**src/rtl/car_pair_scheduler.sv**
```systemverilog
// Sequential front end for the CarCollision datapath: snapshots N car states on start,
// walks every unordered pair (i<j) over a valid/ready request channel and writes hit velocities back in place.
module car_pair_scheduler #(
    parameter int N_CARS = 4,
    parameter int IDX_W  = 2,
    parameter int X_W    = 16,
    parameter int Y_W    = 16,
    parameter int V_W    = 12
) (
    input  logic                  i_clk,
    input  logic                  i_rst,
    input  logic                  i_start,
    input  logic [N_CARS*X_W-1:0] i_car_x,
    input  logic [N_CARS*Y_W-1:0] i_car_y,
    input  logic [N_CARS*V_W-1:0] i_car_v_x,
    input  logic [N_CARS*V_W-1:0] i_car_v_y,
    output logic                  o_req_valid,
    input  logic                  i_req_ready,
    output logic [X_W-1:0]        o_car1_x,
    output logic [Y_W-1:0]        o_car1_y,
    output logic [X_W-1:0]        o_car2_x,
    output logic [Y_W-1:0]        o_car2_y,
    output logic [V_W-1:0]        o_car1_v_x,
    output logic [V_W-1:0]        o_car1_v_y,
    output logic [V_W-1:0]        o_car2_v_x,
    output logic [V_W-1:0]        o_car2_v_y,
    input  logic                  i_rsp_valid,
    input  logic                  i_rsp_hit,
    input  logic [V_W-1:0]        i_rsp_car1_v_x,
    input  logic [V_W-1:0]        i_rsp_car1_v_y,
    input  logic [V_W-1:0]        i_rsp_car2_v_x,
    input  logic [V_W-1:0]        i_rsp_car2_v_y,
    output logic [N_CARS*V_W-1:0] o_car_v_x,
    output logic [N_CARS*V_W-1:0] o_car_v_y,
    output logic                  o_busy,
    output logic                  o_done,
    output logic [7:0]            o_hit_count
);

    typedef enum logic [1:0] {IDLE, ISSUE, WAIT, DONE} state_t;

    localparam logic [IDX_W-1:0] LAST_J = IDX_W'(N_CARS - 1);
    localparam logic [IDX_W-1:0] LAST_I = IDX_W'(N_CARS - 2);

    state_t state_reg, state_next;

    logic [X_W-1:0] x_reg  [N_CARS];
    logic [Y_W-1:0] y_reg  [N_CARS];
    logic [V_W-1:0] vx_reg [N_CARS];
    logic [V_W-1:0] vy_reg [N_CARS];

    logic [X_W-1:0] in_x  [N_CARS];
    logic [Y_W-1:0] in_y  [N_CARS];
    logic [V_W-1:0] in_vx [N_CARS];
    logic [V_W-1:0] in_vy [N_CARS];

    logic [IDX_W-1:0] i_reg, i_next;
    logic [IDX_W-1:0] j_reg, j_next;
    logic [7:0]       hit_count_reg, hit_count_next;
    logic             load;
    logic             write_back;

    // Unpack the flat input buses and pack the velocity registers back out.
    genvar gi;
    generate
        for (gi = 0; gi < N_CARS; gi++) begin : g_car_io
            assign in_x[gi]                   = i_car_x[gi*X_W +: X_W];
            assign in_y[gi]                   = i_car_y[gi*Y_W +: Y_W];
            assign in_vx[gi]                  = i_car_v_x[gi*V_W +: V_W];
            assign in_vy[gi]                  = i_car_v_y[gi*V_W +: V_W];
            assign o_car_v_x[gi*V_W +: V_W]   = vx_reg[gi];
            assign o_car_v_y[gi*V_W +: V_W]   = vy_reg[gi];
        end
    endgenerate

    always_comb begin
        state_next     = state_reg;
        i_next         = i_reg;
        j_next         = j_reg;
        hit_count_next = hit_count_reg;
        load           = 1'b0;
        write_back     = 1'b0;
        case (state_reg)
            IDLE: begin
                if (i_start) begin
                    load           = 1'b1;
                    i_next         = '0;
                    j_next         = IDX_W'(1);
                    hit_count_next = '0;
                    state_next     = ISSUE;
                end
            end
            ISSUE: begin
                if (i_req_ready) begin
                    state_next = WAIT;
                end
            end
            WAIT: begin
                if (i_rsp_valid) begin
                    if (i_rsp_hit) begin
                        write_back = 1'b1;
                        if (hit_count_reg != 8'hFF) begin
                            hit_count_next = hit_count_reg + 8'd1;
                        end
                    end
                    if (j_reg == LAST_J) begin
                        if (i_reg == LAST_I) begin
                            state_next = DONE;
                        end else begin
                            i_next     = i_reg + IDX_W'(1);
                            j_next     = i_reg + IDX_W'(2);
                            state_next = ISSUE;
                        end
                    end else begin
                        j_next     = j_reg + IDX_W'(1);
                        state_next = ISSUE;
                    end
                end
            end
            DONE: begin
                state_next = IDLE;
            end
            default: begin
                state_next = IDLE;
            end
        endcase
    end

    always_ff @(posedge i_clk) begin
        if (i_rst) begin
            state_reg     <= IDLE;
            i_reg         <= '0;
            j_reg         <= '0;
            hit_count_reg <= '0;
        end else begin
            state_reg     <= state_next;
            i_reg         <= i_next;
            j_reg         <= j_next;
            hit_count_reg <= hit_count_next;
        end
    end

    // Positions only change on a snapshot; velocities also take the collision result for the current pair.
    always_ff @(posedge i_clk) begin
        if (i_rst) begin
            for (int k = 0; k < N_CARS; k++) begin
                x_reg[k]  <= '0;
                y_reg[k]  <= '0;
                vx_reg[k] <= '0;
                vy_reg[k] <= '0;
            end
        end else if (load) begin
            for (int k = 0; k < N_CARS; k++) begin
                x_reg[k]  <= in_x[k];
                y_reg[k]  <= in_y[k];
                vx_reg[k] <= in_vx[k];
                vy_reg[k] <= in_vy[k];
            end
        end else if (write_back) begin
            for (int k = 0; k < N_CARS; k++) begin
                if (i_reg == IDX_W'(k)) begin
                    vx_reg[k] <= i_rsp_car1_v_x;
                    vy_reg[k] <= i_rsp_car1_v_y;
                end else if (j_reg == IDX_W'(k)) begin
                    vx_reg[k] <= i_rsp_car2_v_x;
                    vy_reg[k] <= i_rsp_car2_v_y;
                end
            end
        end
    end

    // All outputs decode from registers, so the payload is stable for the whole request.
    assign o_req_valid = (state_reg == ISSUE);
    assign o_busy      = (state_reg != IDLE);
    assign o_done      = (state_reg == DONE);
    assign o_hit_count = hit_count_reg;

    assign o_car1_x   = x_reg[i_reg];
    assign o_car1_y   = y_reg[i_reg];
    assign o_car1_v_x = vx_reg[i_reg];
    assign o_car1_v_y = vy_reg[i_reg];
    assign o_car2_x   = x_reg[j_reg];
    assign o_car2_y   = y_reg[j_reg];
    assign o_car2_v_x = vx_reg[j_reg];
    assign o_car2_v_y = vy_reg[j_reg];

endmodule
```
**config.mk**
```make
export PLATFORM = sky130hd
export DESIGN_NAME = car_pair_scheduler
export DESIGN_NICKNAME = d
export VERILOG_FILES = /design/src/rtl/car_pair_scheduler.sv
export SDC_FILE = /design/constraint.sdc
export NUM_CORES = 1
export LEC_CHECK = 0
export CORE_AREA = 2 2 192 194
export CTS_CLUSTER_SIZE = 12
export DETAILED_ROUTE_END_ITERATION = 7
export DIE_AREA = 0 0 194 196
export PLACE_DENSITY = 0.76
export SLEW_MARGIN = 40
export SYNTH_ARGS = -nofsm -noshare
export SYNTH_HDL_FRONTEND = slang
export SYNTH_SLANG_ARGS = --single-unit
```
**constraint.sdc**
```tcl
create_clock -name i_clk -period 7 [get_ports i_clk]
set_clock_uncertainty 0.15 [all_clocks]
set_input_delay 2.1 -clock i_clk [delete_from_list [all_inputs] [get_ports i_clk]]
set_output_delay 2.1 -clock i_clk [all_outputs]
set_load 0.01 [all_outputs]
```
Word-level counts from Yosys, hierarchy flattened --
Memories as Yosys holds them, arrays and structs flattened. A register that Yosys moved wholly into a read port is not among the register bits. Cells that the tools add are included.
Cells by class: add/sub/neg operators 4, eq/ne operators 18, mux-type cells 122, bitwise gates (word level) 32, reduce and logical (&&, ||, !) cells 9
Operators with widths (count):
- 2-to-1 mux 12 bit | 24
- 2-to-1 mux 16 bit | 8
- 2-to-1 mux 2 bit | 28
- 2-to-1 mux 1 bit | 54
- 2-to-1 mux 8 bit | 4
- OR 1 bit | 32
- one-hot mux 8 bit (2 select lines) | 1
- equality test 2 bit, second input constant | 6
- inequality test 2 bit, second input constant | 6
- AND reduction 5 bit | 2
- adder 8 x 1 -> 8 bit, second input constant | 1
- inequality test 8 bit, second input constant | 1
- one-hot mux 2 bit (2 select lines) | 2
- one-hot mux 2 bit (4 select lines) | 1
- equality test 2 x 1 -> 1 bit, second input constant | 3
- logical NOT 2 bit | 3
- adder 2 x 1 -> 2 bit, second input constant | 2
- AND reduction 4 bit | 1
- nonzero test 2 bit | 2
- inequality test 3 bit, second input constant | 1
- AND reduction 3 bit | 1
- adder 2 bit, second input constant | 1
- inequality test 2 x 1 -> 1 bit, second input constant | 1
Word-level totals: register bits 14, bits in writable memories 224, bits of input ports 278, output and inout bits 219, memories 4
Memories:
- x_reg | words 4, width 16, read ports 2, clocked after memory_dff 2, write ports 4, line 47 | logic [X_W-1:0] x_reg [N_CARS];
- y_reg | words 4, width 16, read ports 2, clocked after memory_dff 2, write ports 4, line 48 | logic [Y_W-1:0] y_reg [N_CARS];
- vx_reg | words 4, width 12, read ports 6, clocked after memory_dff 2, write ports 4, line 49 | logic [V_W-1:0] vx_reg [N_CARS];
- vy_reg | words 4, width 12, read ports 6, clocked after memory_dff 2, write ports 4, line 50 | logic [V_W-1:0] vy_reg [N_CARS];

Logic depth before layout (Yosys ltp) --
depth in word-level cells 9, depth in mapped cells 8

Worst setup path after synthesis --
OpenSTA, ideal clock, no wires.
kind input to register, from input i_start, to memory x_reg[0][0], enable pin, data arrival time 5.244 ns, data required time 6.369 ns, setup slack 1.125 ns, stages 3, buffers on the path 0, cell sequence or3b_2 -> nor2b_1 -> inv_1
RTL lines:
- start: declaration | line 12 | input logic i_start,
- end: declaration | line 47

==> flow_metrics.env <==
export IMPL_cts_root_buf="clkbuf_16"
export IMPL_async_flop_share=0
export IMPL_fin_crit_ns=5.11
export IMPL_syn_to_final_growth_pct=49.1
export IMPL_viasPerCell=5.71
export IMPL_postCtsSetupBuffers=0
export IMPL_timing_hold_ws_ns=0.410
export IMPL_worstSetupPathType="reg2out"
export IMPL_grt_max_degree=90
export IMPL_die_area_sq_um=38000
export IMPL_io_buffers=496
export IMPL_ys_warn_count=0
export IMPL_cts_buffer_depth=3
export IMPL_max_cap_violations=0
export IMPL_power_density_nw_per_um2=209
export IMPL_slew_violations=0
export IMPL_synth_edf_count=224
export IMPL_synth_main_ff_cell="edfxtp_1"
export IMPL_worst_pin_slew_ns=0.807
export IMPL_cts_tree="yes"
export IMPL_drtIter0Drc=888
export IMPL_yosysTopAreaCellShare=0.503
export IMPL_wl_um=49200
export IMPL_clk_latency_ns=0.55
export IMPL_die_height_um=196
export IMPL_syn_avg_cell_area_sq_um=13.8
export IMPL_grt_ovfl_total=0
export IMPL_ctsHoldBuffers=0
export IMPL_cts_buffers=28
export IMPL_place_ws_ns=1.47
export IMPL_cp_start_kind="flip-flop"
export IMPL_rsz0062_at_grt="false"
export IMPL_hold_violations=0
export IMPL_start_util=0.371
export IMPL_grtUsageTotal=0.249
export IMPL_worstHoldStart="o_hit_count[7]"
export IMPL_leakage_nw=6.94
export IMPL_cp_required_ns=4.75
export IMPL_grt_pass1_vias=11067
export IMPL_slew_headroom=0.462
export IMPL_drtPass1Iterations=5
export IMPL_peakVddDrop_v=0.000175
export IMPL_dpl_cell_count=1874
export IMPL_drtAntennaViolNets=0
export IMPL_setup_viol=0
export IMPL_ys_types=50
export IMPL_antenna_found_initial=3
export IMPL_drive_above_1_share=0.152
export IMPL_r2r_start="state_reg[1]"
export IMPL_io_pins=497
export IMPL_cts_sinks=242
export IMPL_tns_ns=0
export IMPL_ys_seq_area_frac=0.530
export IMPL_route_detailed_drc=0
export IMPL_postPlaceCellArea_sq_um=19000
export IMPL_hp_class="reg2reg"
export IMPL_grt_pass1_wl_um=71300
export IMPL_fp_row_count=70
export IMPL_instances_no_fill=1927
export IMPL_ys_seq_elements=242
export IMPL_nets=1725
export IMPL_path_max_fanout=30
export IMPL_end_kind="primary output"
export IMPL_die_w_um=194
export IMPL_setup_ws_ns=1.89
export IMPL_timing_fmax_mhz=196
export IMPL_synth_nets=1257
export IMPL_clk_pin_slew_worst_paths_ns=0.06
export IMPL_design_core_area_sq_um=36100
export IMPL_hpwl_um=35900
export IMPL_design_area_sq_um=20000
export IMPL_synth_area_leaders="edfxtp_1 50%, mux4_2 19%, and2_1 6.1%"
export IMPL_via_count=11005
export IMPL_status="completed"
export IMPL_fin_crit_sh=0.730
export IMPL_place_gp_congestion=0.856
export IMPL_wl_per_cell_um=25.5
export IMPL_netlist_area_sq_um=13400
export IMPL_yosys_area_top_type="edfxtp_1"
export IMPL_htree_levels=1
export IMPL_cts_resized=0
export IMPL_crit_arrival_ns=2.86
export IMPL_syn_inst=970
## layout by cell type, fill, tap and decap left out, drive strengths merged, types with 11 or more instances in the layout
cell	instances
mux2	24
and2	130
o22ai	26
nand2	56
o2bb2ai	24
a211oi	14
o21ai	33
a22o	24
clkbuf	34
nor2	67
dfxtp	18
clkdlybuf4s50	496
edfxtp	224
a22oi	26
a21oi	28
a2bb2oi	11
buf	25
mux4	112
## worst paths after layout
kind	to	slack, ns	cells past startpoint
worst max-delay path	o_car1_v_x[8]	1.89	3
worst min-delay path	o_hit_count[7]	0.41	2
worst max register to register	vx_reg[2][1]	3.72	6
worst min register to register	o_hit_count[7]	0.41	2
## area by class of cell
class | instances | area, sq um
Tap cell | 468 | 586
Clock inverter | 15 | 189
Multi-Input combinational cell | 638 | 5970
Inverter | 7 | 31.3
Sequential cell | 242 | 7100
Clock buffer | 34 | 744
Fill cell | 2930 | 16100
Timing Repair Buffer | 521 | 5330
Antenna cell | 2 | 5.00
## through the flow
| step | utilization | total power, W |
|---|---|---|
| after floorplan | - | 0.00214 |
| after global placement | 0.520 | 0.00266 |
| after detailed placement | 0.526 | 0.00269 |
| after CTS | 0.552 | 0.00420 |
| after global routing | 0.553 | 0.00431 |
| final | 0.553 | 0.00418 |
## Yosys cell counts, types with 3 or more instances
cell       number
a211oi_1       13
a21o_1          3
a21oi_1        28
a22o_1         24
a22oi_1        26
a2bb2oi_1      11
and2_1        130
buf_1           7
buf_2          27
buf_6           3
clkbuf_1       45
dfxtp_1        18
edfxtp_1      224
ha_1            9
inv_1           6
mux2_2         24
mux2i_1         3
mux4_2        112
nand2_1        56
nand2b_1        4
nand3_1         6
nor2_1         65
nor2b_1         5
nor3_1          5
o21ai_0        33
o22a_1          4
o22ai_1        26
o2bb2ai_1      24
or3_1           3
## metal layers
layer	track usage	wire [um]	vias up
met1	0.315	18700	5517
met3	0.0590	4710	88
met5	0	18	-
li1	-	-	4774
met2	0.422	24300	624
met4	0.0814	1450	2
## critical path, stage by stage, from the launching register on
cell	delay, ns
dfxtp_4	0.79
buf_12	0.36
mux4_2	0.55
clkdlybuf4s50_1	0.55
## report_power, final
part,internal (W),switching [W],leakage [nW]
clock,0.000929,0.000581,0.452
sequential,0.00172,0.000100,2.57
combinational,0.000511,0.000334,3.91
total,0.00316,0.00102,6.94
## kinds of logic after synthesis
logic type      Yosys count  synth area share
compound gates          200             0.105
buf+inv                  90            0.0295
fa+ha+maj                 9           0.00842
flops                   242             0.530
simple gates            290             0.116
mux                     139             0.211
Power figures use the tool's default switching activity.
==> variant (config.mk and constraints unchanged) <==
Change the parameter `IDX_W` from 2 to 1.
--- a/src/rtl/car_pair_scheduler.sv
+++ b/src/rtl/car_pair_scheduler.sv
@@ -2,7 +2,7 @@
 // walks every unordered pair (i<j) over a valid/ready request channel and writes hit velocities back in place.
 module car_pair_scheduler #(
     parameter int N_CARS = 4,
-    parameter int IDX_W  = 2,
+    parameter int IDX_W  = 1,
     parameter int X_W    = 16,
     parameter int Y_W    = 16,
     parameter int V_W    = 12
Function: changed (a bounded check fails within 4 cycles, from zero or initial values and one cycle with i_rst high).
==> variant against the unedited design <==
Wire length decreased by 38%. Die area unchanged. Worst setup slack improved by 0.37 ns. Total power decreased by 30%. First-iteration DRC count decreased by 73%. Critical path depth increased by 2. Sequential cell count decreased by 70. Global-route usage decreased by 9.2 points. Synthesized area decreased by 42%. Utilization decreased by 19 points. Final area decreased by 35%. Clock power decreased by 34%. Fmax increased by 7.8%. Largest cell class unchanged. Largest power group unchanged.
==> variant: results (changes against the unedited design) <==
| Metric | Value |
|---|---|
| Status | finished clean |
| Cts hold-fix bufs | 0 (unchanged) |
| Max VDD drop | 0.000165 V (-5.4%) |
| H-tree depth | 4 (+3) |
| Crit-path max FO | 26 (-13%) |
| Leak | 4.89 nW (-30%) |
| Final HPWL DP | 23.5 mm (-34%) |
| Relative slew margins | 0.475 (+0.0132) |
| Initial antenna violation count | 1 (-2) |
| Synth top area share | 0.616 (+0.114) |
| Top cells by count, synth | edfxtp_1, nand2_1, and2_1, mux2_2, a22o_1 |
| Routability-driven placement congestion ratio | 0.885 (+3.4%) |
| CP Launch Point | i_rst |
| Endpoint class of the critical path | flop |
| Antenna Cells | 0 (-2) |
| Critical R2R Capture | vy_reg[1][10]$_SDFFCE_PP0P_ |
| R2R setup slack | 3.90 ns (+0.18 ns) |
| First-pass GRT wire length | 43.3 mm (-39%) |
| Multiplexer share of the synthesized area | 0.0822 (-0.129) |
| Vias in the first global route | 6660 (-40%) |
| 1st-iter DRT viols | 244 (-73%) |
| Port Buffers | 432 (-13%) |
| EDFF count, synth | 160 (-29%) |
| Via count | 6430 (-42%) |
| Register area share after synthesis | 0.647 (+0.117) |
| Clk pin slew, worst setup/hold paths | roughly 0.070 ns |
| Final wirelength | 30.7 mm (-38%) |
| Syn. warnings | 0 (unchanged) |
| Worst r2r path cells | 4 (-2) |
| Post-synthesis compound-gate area fraction | 0.0894 (-0.0161) |
| Ranking of synthesized cells by area | edfxtp_1, mux2_2, a22o_1 |
| Total track usage | 0.157 (-0.0920) |
| Share of cells above drive strength 1 | 0.104 (-0.0488) |
| Ys async rst share | 0 (unchanged) |
| Hold Path Class | flop to flop |
| Nets | 1270 (-26%) |
| Ys flop type | edfxtp_1 |
| Post-synthesis xor/xnor area fraction | 0 (unchanged) |
| Clk buf depth | 2 (-1) |
| CP Data Arrival Time | 4.68 ns (+1.82 ns) |
| Netlist cell types | 37 (-26%) |
| Post-Syn Nets | 872 (-31%) |
| First-pass iteration count of the detailed router | 4 (-1) |
| Setup CP Type | input pin to flop |
| Postcts setup bufs | 0 (unchanged) |
| CTS buffer count | 17 (-39%) |
| Reg2reg start | state_reg[1]$_SDFFE_PP0P_ |
| Largest net degree at the start of global routing | 137 (+52%) |
| Clk_lat worst skew | 0.44 ns (-0.11 ns) |
| Synth Area in Adders | 0.00160 (-0.00681) |
| CTS-repair resized insts | 0 (unchanged) |
| Placed inst area | 0.0124 sq mm (-35%) |
| CTS Root Cell | clkbuf_16 |
-- variant: cell types whose count changed after synthesis, sizes merged, moves of 13 or more --
cell	delta
a22oi	-26
o22ai	-26
nand2	+48
mux2	+32
clkbuf	-38
nor2	-61
mux4	-112
o21ai	-29
o2bb2ai	-24
a211oi	-13
edfxtp	-64
buf	+16
a22o	+24
and2	-63
-- variant: worst max-delay path: stages --
cell	delay, ns
clkdlybuf4s50_1	0.56
nor3b_2	0.67
nand3_2	0.73
nand2_1	0.21
buf_4	0.38
-- variant: worst min-delay path by stage --
stage	startpoint	cells after the start	to	slack (ns)
after floorplan	j_reg$_SDFFE_PP0P_	2	flop	0.32
after global placement	o_hit_count[5]$_SDFFE_PP0P_	1	o_hit_count[5]$_SDFFE_PP0P_	0.33
after detailed placement	o_hit_count[5]$_SDFFE_PP0P_	1	o_hit_count[5]$_SDFFE_PP0P_	0.35
after CTS	o_hit_count[5]$_SDFFE_PP0P_	1	o_hit_count[5]$_SDFFE_PP0P_	0.36
after global routing	j_reg$_SDFFE_PP0P_	2	flop	0.39
final	o_hit_count[7]$_SDFFE_PP0P_	1	o_hit_count[7]$_SDFFE_PP0P_	0.36
-- variant: per-stage QoR --
stage	setup slack, ns	utilization	cells	hold WS (ns)
after floorplan	2.95	-	593	0.320
after CTS	2.27	0.361	1472	0.361
final	2.26	0.361	1472	0.360
after detailed placement	1.79	0.344	1440	0.346
after global routing	2.10	0.361	1472	0.394
after global placement	1.90	0.343	1439	0.335
-- variant: logic make-up after synthesis --
kind of cell / count (synthesis)
AOI/OAI and AO/OA: 97
adders and majority gates: 1
buffers and inverters: 69
DFF: 172
muxes: 57
and+or+nand+nor: 197
-- variant: report_power, final --
part,switching (mW),total [mW],internal [mW]
logic,0.247,0.625,0.378
registers,0.0742,1.30,1.23
clock network,0.453,0.995,0.542
total,0.774,2.92,2.15
-- variant: layout make-up --
class / instances / area, sq um
well taps: 468 / 586
multi-input cells: 352 / 2340
inverters: 8 / 30.0
fillers: 3494 / 23100
repair buffers: 440 / 4410
flip-flops and latches: 172 / 5050
clock inverters: 15 / 181
clock buffers: 17 / 425
-- variant: routing by layer --
metal	vias to the layer above	global-route usage	part of all wire
met3	36	0.0545	0.086
li1	2927	-	-
met4	2	0.0609	0.030
met2	383	0.267	0.49
met1	3082	0.181	0.39
met5	-	0	0.00042
